## src/rtl/text_console_writer_pkg.sv

```systemverilog
// Shared display definitions: geometry defaults, control codes, ctrl_reg layout
// and the logical-to-physical row mapping used by both writer and display side.
package text_console_writer_pkg;

  localparam int COLS_DEFAULT = 80;
  localparam int ROWS_DEFAULT = 30;
  localparam int X_W_DEFAULT  = 8;
  localparam int Y_W_DEFAULT  = 5;

  localparam logic [7:0] CH_BS    = 8'h08;
  localparam logic [7:0] CH_TAB   = 8'h09;
  localparam logic [7:0] CH_LF    = 8'h0A;
  localparam logic [7:0] CH_FF    = 8'h0C;
  localparam logic [7:0] CH_CR    = 8'h0D;
  localparam logic [7:0] CH_SPACE = 8'h20;
  localparam logic [7:0] CH_TILDE = 8'h7E;

  localparam int CTRL_X_LSB   = 0;
  localparam int CTRL_Y_LSB   = 8;
  localparam int CTRL_BG_LSB  = 16;
  localparam int CTRL_FG_LSB  = 20;
  localparam int CTRL_SCR_LSB = 24;

  typedef enum logic [1:0] {
    IDLE    = 2'd0,
    CLR_ALL = 2'd1,
    CLR_ROW = 2'd2
  } wr_state_e;

  // Scroll is always < rows, so one conditional subtract implements the modulo.
  function automatic logic [7:0] phys_row(input logic [7:0] log_y,
                                          input logic [7:0] scroll,
                                          input logic [7:0] rows);
    logic [8:0] sum;
    sum = {1'b0, log_y} + {1'b0, scroll};
    if (sum >= {1'b0, rows}) sum = sum - {1'b0, rows};
    return sum[7:0];
  endfunction

  function automatic logic [31:0] pack_ctrl(input logic [7:0] x,
                                            input logic [4:0] y,
                                            input logic [3:0] bg,
                                            input logic [3:0] fg,
                                            input logic [4:0] scroll);
    logic [31:0] r;
    r = '0;
    r[CTRL_X_LSB +: 8]   = x;
    r[CTRL_Y_LSB +: 5]   = y;
    r[CTRL_BG_LSB +: 4]  = bg;
    r[CTRL_FG_LSB +: 4]  = fg;
    r[CTRL_SCR_LSB +: 5] = scroll;
    return r;
  endfunction

endpackage

```

## src/rtl/text_console_writer.sv

```systemverilog
// Character-stream writer for a scrolling text console: interprets control codes,
// tracks cursor and scroll, and clears rows/screen one cell per cycle.
module text_console_writer
  import text_console_writer_pkg::*;
#(
  parameter int COLS = COLS_DEFAULT,
  parameter int ROWS = ROWS_DEFAULT,
  parameter int X_W  = X_W_DEFAULT,
  parameter int Y_W  = Y_W_DEFAULT
) (
  input  logic           clk,
  input  logic           reset_n,
  input  logic           in_valid,
  input  logic [7:0]     in_char,
  output logic           in_ready,
  input  logic           color_we,
  input  logic [7:0]     color_in,
  output logic           buf_we,
  output logic [X_W-1:0] buf_x,
  output logic [Y_W-1:0] buf_y,
  output logic [7:0]     buf_data,
  output logic [31:0]    ctrl_reg
);

  localparam logic [X_W-1:0] X_LAST  = X_W'(COLS - 1);
  localparam logic [Y_W-1:0] Y_LAST  = Y_W'(ROWS - 1);
  localparam logic [X_W:0]   COLS_EXT = (X_W + 1)'(COLS);

  wr_state_e      state_q, state_d;
  logic [X_W-1:0] cx_q, cx_d;
  logic [Y_W-1:0] cy_q, cy_d;
  logic [Y_W-1:0] scr_q, scr_d;
  logic [3:0]     fg_q, fg_d;
  logic [3:0]     bg_q, bg_d;
  logic [X_W-1:0] clx_q, clx_d;
  logic [Y_W-1:0] cly_q, cly_d;
  logic           we_q, we_d;
  logic [X_W-1:0] bx_q, bx_d;
  logic [Y_W-1:0] by_q, by_d;
  logic [7:0]     bd_q, bd_d;
  logic [31:0]    ctrl_q, ctrl_d;

  logic           accept;
  logic           lf;
  logic [X_W:0]   tab_nx;
  logic [Y_W-1:0] cur_phys;

  assign in_ready = (state_q == IDLE);
  assign accept   = in_valid && in_ready;

  always_comb begin
    state_d  = state_q;
    cx_d     = cx_q;
    cy_d     = cy_q;
    scr_d    = scr_q;
    fg_d     = fg_q;
    bg_d     = bg_q;
    clx_d    = clx_q;
    cly_d    = cly_q;
    we_d     = 1'b0;
    bx_d     = bx_q;
    by_d     = by_q;
    bd_d     = bd_q;
    lf       = 1'b0;
    tab_nx   = {1'b0, cx_q | X_W'(7)} + (X_W + 1)'(1);
    cur_phys = Y_W'(phys_row(8'(cy_q), 8'(scr_q), 8'(ROWS)));

    unique case (state_q)
      IDLE: begin
        if (accept) begin
          if (in_char >= CH_SPACE && in_char <= CH_TILDE) begin
            we_d = 1'b1;
            bx_d = cx_q;
            by_d = cur_phys;
            bd_d = in_char;
            if (cx_q == X_LAST) begin
              cx_d = '0;
              lf   = 1'b1;
            end else begin
              cx_d = cx_q + X_W'(1);
            end
          end else begin
            case (in_char)
              CH_LF: begin
                cx_d = '0;
                lf   = 1'b1;
              end
              CH_CR: cx_d = '0;
              CH_BS: begin
                if (cx_q != '0) begin
                  cx_d = cx_q - X_W'(1);
                  we_d = 1'b1;
                  bx_d = cx_q - X_W'(1);
                  by_d = cur_phys;
                  bd_d = CH_SPACE;
                end
              end
              CH_TAB: begin
                if (tab_nx >= COLS_EXT) begin
                  cx_d = '0;
                  lf   = 1'b1;
                end else begin
                  cx_d = tab_nx[X_W-1:0];
                end
              end
              CH_FF: begin
                cx_d    = '0;
                cy_d    = '0;
                scr_d   = '0;
                clx_d   = '0;
                cly_d   = '0;
                state_d = CLR_ALL;
              end
              default: ;
            endcase
          end

          // The row leaving the top of the window becomes the new bottom row.
          if (lf) begin
            if (cy_q != Y_LAST) begin
              cy_d = cy_q + Y_W'(1);
            end else begin
              scr_d   = (scr_q == Y_LAST) ? '0 : scr_q + Y_W'(1);
              clx_d   = '0;
              cly_d   = scr_q;
              state_d = CLR_ROW;
            end
          end
        end
      end

      CLR_ALL: begin
        we_d = 1'b1;
        bx_d = clx_q;
        by_d = cly_q;
        bd_d = CH_SPACE;
        if (clx_q == X_LAST) begin
          clx_d = '0;
          if (cly_q == Y_LAST) begin
            cly_d   = '0;
            state_d = IDLE;
          end else begin
            cly_d = cly_q + Y_W'(1);
          end
        end else begin
          clx_d = clx_q + X_W'(1);
        end
      end

      CLR_ROW: begin
        we_d = 1'b1;
        bx_d = clx_q;
        by_d = cly_q;
        bd_d = CH_SPACE;
        if (clx_q == X_LAST) begin
          clx_d   = '0;
          state_d = IDLE;
        end else begin
          clx_d = clx_q + X_W'(1);
        end
      end

      default: state_d = IDLE;
    endcase

    if (color_we) begin
      fg_d = color_in[7:4];
      bg_d = color_in[3:0];
    end

    ctrl_d = pack_ctrl(8'(cx_d), 5'(cy_d), bg_d, fg_d, 5'(scr_d));
  end

  // Register stage: all state and every output update together.
  always_ff @(posedge clk) begin
    if (!reset_n) begin
      state_q <= CLR_ALL;
      cx_q    <= '0;
      cy_q    <= '0;
      scr_q   <= '0;
      fg_q    <= 4'hF;
      bg_q    <= 4'h0;
      clx_q   <= '0;
      cly_q   <= '0;
      we_q    <= 1'b0;
      bx_q    <= '0;
      by_q    <= '0;
      bd_q    <= '0;
      ctrl_q  <= pack_ctrl(8'h00, 5'h00, 4'h0, 4'hF, 5'h00);
    end else begin
      state_q <= state_d;
      cx_q    <= cx_d;
      cy_q    <= cy_d;
      scr_q   <= scr_d;
      fg_q    <= fg_d;
      bg_q    <= bg_d;
      clx_q   <= clx_d;
      cly_q   <= cly_d;
      we_q    <= we_d;
      bx_q    <= bx_d;
      by_q    <= by_d;
      bd_q    <= bd_d;
      ctrl_q  <= ctrl_d;
    end
  end

  assign buf_we   = we_q;
  assign buf_x    = bx_q;
  assign buf_y    = by_q;
  assign buf_data = bd_q;
  assign ctrl_reg = ctrl_q;

endmodule

```

## config.mk

```make
export PLATFORM = sky130hd
export DESIGN_NAME = text_console_writer
export DESIGN_NICKNAME = d
export VERILOG_FILES = /design/src/rtl/text_console_writer_pkg.sv /design/src/rtl/text_console_writer.sv
export SDC_FILE = /design/constraint.sdc
export NUM_CORES = 1
export LEC_CHECK = 0
export ABC_AREA = 1
export CAP_MARGIN = 5
export CORE_MARGIN = 2
export CORE_UTILIZATION = 58
export CTS_CLUSTER_SIZE = 40
export DETAILED_ROUTE_END_ITERATION = 10
export HOLD_SLACK_MARGIN = 0.02
export PLACE_DENSITY = 0.84
export SETUP_SLACK_MARGIN = 0.2
export SKIP_CTS_REPAIR_TIMING = 1
export SYNTH_ARGS = -nofsm -noshare
export SYNTH_HDL_FRONTEND = slang
export SYNTH_SLANG_ARGS = --single-unit
```

## constraint.sdc

```tcl
create_clock -name clk -period 3.8 [get_ports clk]
set_input_delay 0.57 -clock clk [delete_from_list [all_inputs] [get_ports clk]]
set_output_delay 0.57 -clock clk [all_outputs]
set_load 0.005 [all_outputs]
```

* Yosys cells after proc, flatten, opt, wreduce, memory -nomap -nowiden
Cells that the tools add are included.
** Word-level totals
- Flip-flop bits (word level) :: 95
- Bits of input ports :: 20
- Output and inout port bits :: 55
- Logic and storage cells :: 130
** Operators by class
- Add/subtract/negate cells :: 9
- Order comparisons :: 4
- Equal/unequal tests :: 18
- Mux-type cells :: 73
- Reduce and logical (&&, ||, !) cells :: 12
** Operators by type and width (count)
- $mux W8 :: 20
- $mux W5 :: 25
- $pmux W8 S2 :: 3
- $eq A8 B4 Y1 const B :: 5
- $pmux W8 S3 :: 1
- $pmux W5 S2 :: 2
- $add A8 B1 Y8 const B :: 2
- $eq A8 B7 Y1 const B :: 2
- $mux W2 :: 8
- $add A5 B1 Y5 const B :: 3
- $eq A5 B5 Y1 const B :: 2
- $add A8 B1 Y9 const B :: 1
- $ge A9 B7 Y1 const B :: 1
- $mux W1 :: 9
- $ge A8 B6 Y1 const B :: 1
- $le A8 B7 Y1 const B :: 1
- $mux W4 :: 2
- $reduce_and A4 Y1 :: 2
- $reduce_bool A8 Y1 :: 1
- $sub A8 B1 Y8 const B :: 1
- $add A5 B5 Y6 :: 1
- $ge A6 B5 Y1 const B :: 1
- $ne A2 B2 Y1 const B :: 3
- $ne A3 B1 Y1 const B :: 2
- other kinds (14) :: 17

* Longest topological paths before layout
- Depth in word-level cells :: 10
- Mapped depth :: 15
- Gate-level depth less buffers :: 14

* Worst setup path after synthesis
OpenSTA, ideal clock, no wires.
- Path type :: reg2reg
- From :: reg scr_q[0]
- To :: reg by_q[3], in the netlist buf_y[3]
- Setup time :: 0.071 ns
- Data arrival time :: 1.963 ns
- Data required time :: 3.729 ns
- Slack :: 1.766 ns
- Stages on the path, launching flop included :: 13
- Buffers on the path :: 0
- Clock period less this slack :: 2.034 ns
- Path through :: dfxtp_1 -> ha_1 -> inv_1 -> fa_1 -> xnor2_1 -> nand2_1 -> nor2_1 -> nand2_1 -> nand2_1 -> nand2_1 -> nand3_1 -> nand2_1 -> a21oi_1
** On the way
- Cells in the longest elaborated chain, start to end :: 8
- Elaborated cells between the ends (all ways) :: 9
- Those cells by class :: add/sub: 2; order compare: 1; mux: 6
** RTL lines
- start: declaration :: RTL line text_console_writer.sv:32 : logic [Y_W-1:0] scr_q, scr_d;
- start signal: assignment :: RTL line text_console_writer.sv:194 : scr_q <= scr_d;
- $add A5 B5 Y6 * :: RTL line text_console_writer_pkg.sv:35 : sum = {1'b0, log_y} + {1'b0, scroll};
- $sub A5 B5 Y5 / $ge A6 B5 Y1 (equally long branches) :: RTL line text_console_writer_pkg.sv:36 : if (sum >= {1'b0, rows}) sum = sum - {1'b0, rows};
- $mux W5 * :: RTL line text_console_writer_pkg.sv:36
- $mux W5 :: RTL line text_console_writer.sv:90 : if (cx_q != '0) begin
- $mux W5 :: RTL line text_console_writer.sv:83 : case (in_char)
- $mux W5 * :: RTL line text_console_writer.sv:71 : if (in_char >= CH_SPACE && in_char <= CH_TILDE) begin
- $mux W5 * :: RTL line text_console_writer.sv:70 : if (accept) begin
- $pmux W5 S2 * :: RTL line text_console_writer.sv:68 : unique case (state_q)
- end signal: assignment :: RTL line text_console_writer.sv:201 : by_q <= by_d;
- end: declaration :: RTL line text_console_writer.sv:39 : logic [Y_W-1:0] by_q, by_d;
Every way passes the cells marked *; elsewhere a longest branch is shown, timed or not. The select of a mux whose other input is x is not followed.
A chain may end at the register's enable or synchronous reset.

* Worst setup path in the final report
- From :: reg state_q[1]
- To :: reg clx_q[5]
** On the way
- Cells in the longest elaborated chain, start to end :: 4
- Elaborated cells between the ends (all ways) :: 9
- Those cells by class :: eq/ne: 3; mux: 1; reduce/logical: 5
** RTL lines
- start: declaration :: RTL line text_console_writer.sv:29 : wr_state_e state_q, state_d;
- start signal: assignment :: RTL line text_console_writer.sv:191 : state_q <= state_d;
- $eq A2 B2 Y1 (tied with other cells) :: RTL line text_console_writer.sv:68
- $reduce_or A2 Y1 (no line) / $logic_and A1 B1 Y1 (equally long branches)
- $reduce_bool A2 Y1 (no line) / $ne A2 B1 Y1 (equally long branches)
- $reduce_and A2 Y1 (no line)
- end signal: assignment :: RTL line text_console_writer.sv:197 : clx_q <= clx_d;
- end: declaration :: RTL line text_console_writer.sv:35 : logic [X_W-1:0] clx_q, clx_d;
Parallel ways exist; a longest one is shown, timed or not.

==> impl_metrics.env <==
export IMPL_dp_hpwl_um=8568
export IMPL_drv_cap=0
export IMPL_wl_um=11860
export IMPL_cts_root_buffer="clkbuf_8"
export IMPL_holdWs_ns=0.4622
export IMPL_fin_worst_skew_ns=0.01108
export IMPL_grt_max_degree=39
export IMPL_fp_coreArea_um2=7253
export IMPL_powerDensity_nw_per_um2=273.9
export IMPL_p_int_mw=1.031
export IMPL_clkTransAtPathRegs_ns=0.08
export IMPL_nets=738
export IMPL_vias=4589
export IMPL_drt_pass1_iterations=5
export IMPL_synth_area_leader_cell="dfxtp_1"
export IMPL_grt_pass1_wl_um=19710
export IMPL_diodes=0
export IMPL_max_vdd_ir_drop_uv=215.2
export IMPL_synthTopCellsByCount="nand2_1, dfxtp_1, nand3_1"
export IMPL_antenna_found_initial=0
export IMPL_layout_drive_gt1_share=0.06714
export IMPL_syn_to_final_growth_pct=18.88
export IMPL_wl_per_cell_um=14.84
export IMPL_cp_num_buf_inv=2
export IMPL_synth_area_leaders="dfxtp_1, nand2_1, nand3_1"
export IMPL_placementRows=31
export IMPL_ys_warn_count=0
export IMPL_clk_path_buf_depth=2
export IMPL_critical_path_most_common_cell="inv_1"
export IMPL_ys_types=41
export IMPL_cpPeakStageDelay_ns=0.66
export IMPL_tritoncts="done"
export IMPL_drc_errors=0
export IMPL_tns_ns=0
export IMPL_tightest_slew_ns=0.8805
export IMPL_cts_max_level=3
export IMPL_yosys_register_bits=63
export IMPL_slew_headroom=0.4094
export IMPL_cp_required_ns=4.07
export IMPL_dieWidth_um=90.57
export IMPL_syn_mean_instance_area_um2=6.749
export IMPL_synthArstFlopShare=0
export IMPL_rsz0062_at_grt="no"
export IMPL_crit_family="simple AND/OR/NAND/NOR gates"
export IMPL_synth_top_cell_area_share=0.2902
export IMPL_synth_ff_type="dfxtp_1"
export IMPL_timing_fmax_ghz=0.3987
export IMPL_crit_chain="inv_1, ha_1, inv_1, nor2_1, nand2_1, or3_1, a21oi_2"
export IMPL_cts_buffers=9
export IMPL_ant_nets=0
export IMPL_p_comb_frac=0.081
export IMPL_worst_setup_path_end_kind="register"
export IMPL_synth_area_um2=4347
export IMPL_period_share=0.6600
export IMPL_globalRouteTotalUtil=0.2918
export IMPL_p_seq_frac=0.479
export IMPL_synthesis_instances=644
export IMPL_ys_seq_area_frac=0.2902
export IMPL_cp_arrival_ns=2.77
export IMPL_die_h_um=90.57
export IMPL_setup_viol=0
export IMPL_power_leakage_nw=2.145
export IMPL_finalHoldViolCount=0
export IMPL_portBuffers=68
export IMPL_fin_crit_ns=2.508
export IMPL_cts_sinks=63
export IMPL_netSwitchingFraction=0.2715
export IMPL_ios=75
export IMPL_initial_core_util=0.5993
export IMPL_overflow=0
export IMPL_start_kind="register"
export IMPL_crit_type="register to register"
export IMPL_dieArea_um2=8203
export IMPL_slew_viol_final=0
export IMPL_synth_most_common_cell="nand2_1"
export IMPL_synth_edff_count=0
export IMPL_status="complete, no violations"
export IMPL_slowest_stage="ha_1"
export IMPL_gp_congestion=0.9580
export IMPL_grt_pass1_vias=4358
export IMPL_vias_per_cell=5.743
export IMPL_clk_latency_ns=0.36
export IMPL_pwr_share_clk=0.440
export IMPL_cp_max_fo=18
export IMPL_hp_class="register to register"
export IMPL_netSwitchingPower_mw=0.3843
export IMPL_drt_iter0_drc=328
area by class of cell:
cell class / count / area [um2]
multi-input combinational: 488 / 2650
fill: 598 / 2086
sequential: 63 / 1261
timing repair buffer: 69 / 688.2
inverter: 64 / 240.2
clock buffer: 9 / 123.9
tap: 99 / 123.9
clock inverter: 7 / 80.08
stage by stage:
step | setup WS, ns | util | power (mW) | instances | instance area [um2]
after floorplan | 1.766 | - | 0.7608 | 649 | 4365
final | 1.292 | 0.7124 | 1.415 | 799 | 5167
after CTS | 1.334 | 0.7124 | 1.415 | 799 | 5167
after detailed placement | 0.9811 | 0.6843 | 0.8070 | 783 | 4964
after global routing | 1.101 | 0.7124 | 1.455 | 799 | 5167
after global placement | 1.079 | 0.6843 | 0.8031 | 783 | 4964
worst paths after layout:
| check | slack, ns | cells past startpoint | end | startpoint |
|---|---|---|---|---|
| worst max-delay path | 1.29 | 7 | clx_q[5]$_SDFFE_PN0P_ | state_q[1]$_SDFFE_PN0P_ |
| worst min-delay path | 0.46 | 2 | buf_data[7]$_SDFFE_PN0P_ | buf_data[7]$_SDFFE_PN0P_ |
| worst max register to register | 1.29 | 7 | clx_q[5]$_SDFFE_PN0P_ | state_q[1]$_SDFFE_PN0P_ |
| worst min register to register | 0.46 | 2 | buf_data[7]$_SDFFE_PN0P_ | buf_data[7]$_SDFFE_PN0P_ |
logic make-up after synthesis:
group,count (synthesis),share of synthesized area
flip-flops,63,0.2902
AND/OR/NAND/NOR,299,0.3184
other,1,0.0008627
adder cells (fa/ha/maj),23,0.06793
XOR/XNOR,21,0.04232
AO/OA/AOI/OAI,139,0.1759
buffers and inverters,98,0.1045
worst reg2reg max path, stage by stage (launching register included):
cell,delay [ns]
dfxtp_1,0.37
inv_1,0.09
ha_1,0.66
inv_1,0.41
nor2_1,0.25
nand2_1,0.14
or3_1,0.35
a21oi_2,0.15
power groups by stage:
stage	combinational [mW]	clock [mW]	sequential [mW]
after global routing	0.126	0.649	0.680
after detailed placement	0.113	0	0.694
final	0.115	0.622	0.679
after global placement	0.109	0	0.694
after CTS	0.113	0.623	0.679
after floorplan	0.0671	0	0.694
routing by layer:
metal  vias to the layer above  routed length [um]  track usage
met5                         -                   0            0
met4                         0                 384       0.1372
met3                        38                 885      0.07179
met2                       209                5535       0.4820
met1                      2108                5055       0.3565
li1                       2234                   -            -
layout by cell type (no fill, tap or decap), types with 2 or more instances in the layout:
master,count
nand2_1,128
clkdlybuf4s50_1,68
nand3_1,63
dfxtp_1,63
inv_1,61
nor2_1,60
a21oi_1,57
o21ai_0,51
ha_1,22
xor2_1,15
nand4_1,14
a31oi_1,9
a21oi_2,9
clkbuf_8,9
nor3_1,7
xnor2_1,6
nand2_4,6
o211ai_1,6
conb_1,6
nand2_2,5
nand3_2,4
nand3b_1,4
o22ai_1,3
inv_2,2
o21ai_1,2
clkinvlp_4,2
inv_6,2
clkinv_4,2
(Power assumes the default switching activity.)
==> RTL edit, RTL diff (same settings) <==
The 3 states of `wr_state_e` get a one-hot encoding in 3 bits.
--- a/src/rtl/text_console_writer_pkg.sv
+++ b/src/rtl/text_console_writer_pkg.sv
@@ -21,10 +21,10 @@
   localparam int CTRL_FG_LSB  = 20;
   localparam int CTRL_SCR_LSB = 24;
 
-  typedef enum logic [1:0] {
-    IDLE    = 2'd0,
-    CLR_ALL = 2'd1,
-    CLR_ROW = 2'd2
+  typedef enum logic [2:0] {
+    IDLE    = 3'b001,
+    CLR_ALL = 3'b010,
+    CLR_ROW = 3'b100
   } wr_state_e;
 
   // Scroll is always < rows, so one conditional subtract implements the modulo.
Check against the original RTL: no difference found for any inputs over 10 cycles, from zero or initial values and one cycle with reset_n low; not proved beyond that.
==> RTL edit against the unedited design <==
  * Count of clock-buffer cells in the layout stayed put
  * Worst setup slack better by 0.053 ns
  * Maximum frequency is 2.2% higher
  * Sequential cell count is 1 higher
  * Cell area is 1.6% lower
  * Routed wire length is 4.9% lower
  * Total power is 6.4% lower
  * Utilization is 0.40 points lower
  * Via count is 5.3% lower
  * Critical endpoint is now scr_q[4]
  * Highest routed layer unchanged
  * Sequential share of layout area is 0.80 points higher
  * First-iteration DRC count is 0.30% higher
  * Sequential power is 1% higher
  * Synthesized area is 2.2% lower
==> RTL edit: results (changes against the unedited design) <==
stage,metric,value,unit,change
global_routing,grtUsageTotal,0.289,,was 0.292
routing,vias,4348,,was 4589
routing,wirelength,11300,um,was 11900 um
sta,skew,0.0103,ns,was 0.0111 ns
power,ir_worst_vdd,0.000195,V,was 0.000215 V
power,total_power,1.33,mW,was 1.42 mW
setup_path,slowest_stage,clkdlybuf4s50_1,,was ha_1
global_routing,met3_usage,0.0667,,was 0.0718
global_routing,grt_pass1_vias,3821,,was 4358
placed_design,place_congestion,0.974,,was 0.958
setup_path,crit_arrival,2.72,ns,was 2.77 ns
logic_synthesis,synth_xor_area_frac,0.0474,,was 0.0423
setup_path,cp_max_fo,17,,was 18
placed_design,preCtsSetupSlack,1.03,ns,was 0.981 ns
status,outcome,finished clean,,unchanged
power,clockPowerShare,0.399,,was 0.440
routing,wl_met1,4990,um,was 5060 um
finish,nNetsFinal,710,,was 738
placed_design,dp.cells,759,,was 783
logic_synthesis,ys_top_cells_by_count,"117 x nand2_1, 64 x dfxtp_1, 62 x nand3_1, 60 x a21oi_1, 60 x inv_1",,"was 128 x nand2_1, 63 x dfxtp_1, 63 x nand3_1, 61 x inv_1, 60 x nor2_1"
logic_synthesis,ys_types,45,,was 41
routing,dr_wl_met3,648,um,was 885 um
finish,fin_cells,775,,was 799
logic_synthesis,ys_seq_area_frac,0.301,,was 0.290
global_routing,grtUsageMet1,0.391,,was 0.356
power,swShare,0.271,,was 0.272
power,pg_seq,0.689,mW,was 0.679 mW
global_routing,grt_use_met2,0.459,,was 0.482
logic_synthesis,synth_mux_area_frac,0,,unchanged
global_routing,grt_max_degree,47,,was 39
setup_path,crit_path_max_incr_delay,0.50,ns,was 0.66 ns
routing,dr.first_iter.drc_count,329,,was 328
logic_synthesis,synthAdderAreaFrac,0.0577,,was 0.0679
power,leakage,2.17,nW,was 2.14 nW
placed_design,placed_cell_area,4910,um^2,was 4960 um^2
sta,relSlewSlack,0.561,,was 0.409
logic_synthesis,synth-compound-area-share,0.178,,was 0.176
RTL edit: cell count changes after synthesis, moves of 4 or more:
cell      delta
nand4_1      -7
ha_1         -4
nor2_1      -14
o21ai_1     +10
o211ai_1     -4
clkbuf_1     -4
a21oi_2      -8
nand2_1     -11
RTL edit: path summary, 6_finish.rpt:
kind	slack (ns)	endpoint	cells past startpoint	startpoint
setup / recovery	1.35	scr_q[4]	12	in_char[0]
hold / removal	0.44	buf_data[7]	2	buf_data[7]
setup reg to reg	1.48	buf_y[3]	12	scr_q[0]
hold reg to reg	0.44	buf_data[7]	2	buf_data[7]
RTL edit: layout make-up:
cell class                      instances  area [um^2]  area share
Sequential cell                        64         1280       0.252
Multi-Input combinational cell        458         2550       0.502
Tap cell                               99          124      0.0244
Inverter                               68          260      0.0512
Clock inverter                          7         47.5     0.00935
Timing Repair Buffer                   70          696       0.137
Clock buffer                            9          124      0.0244
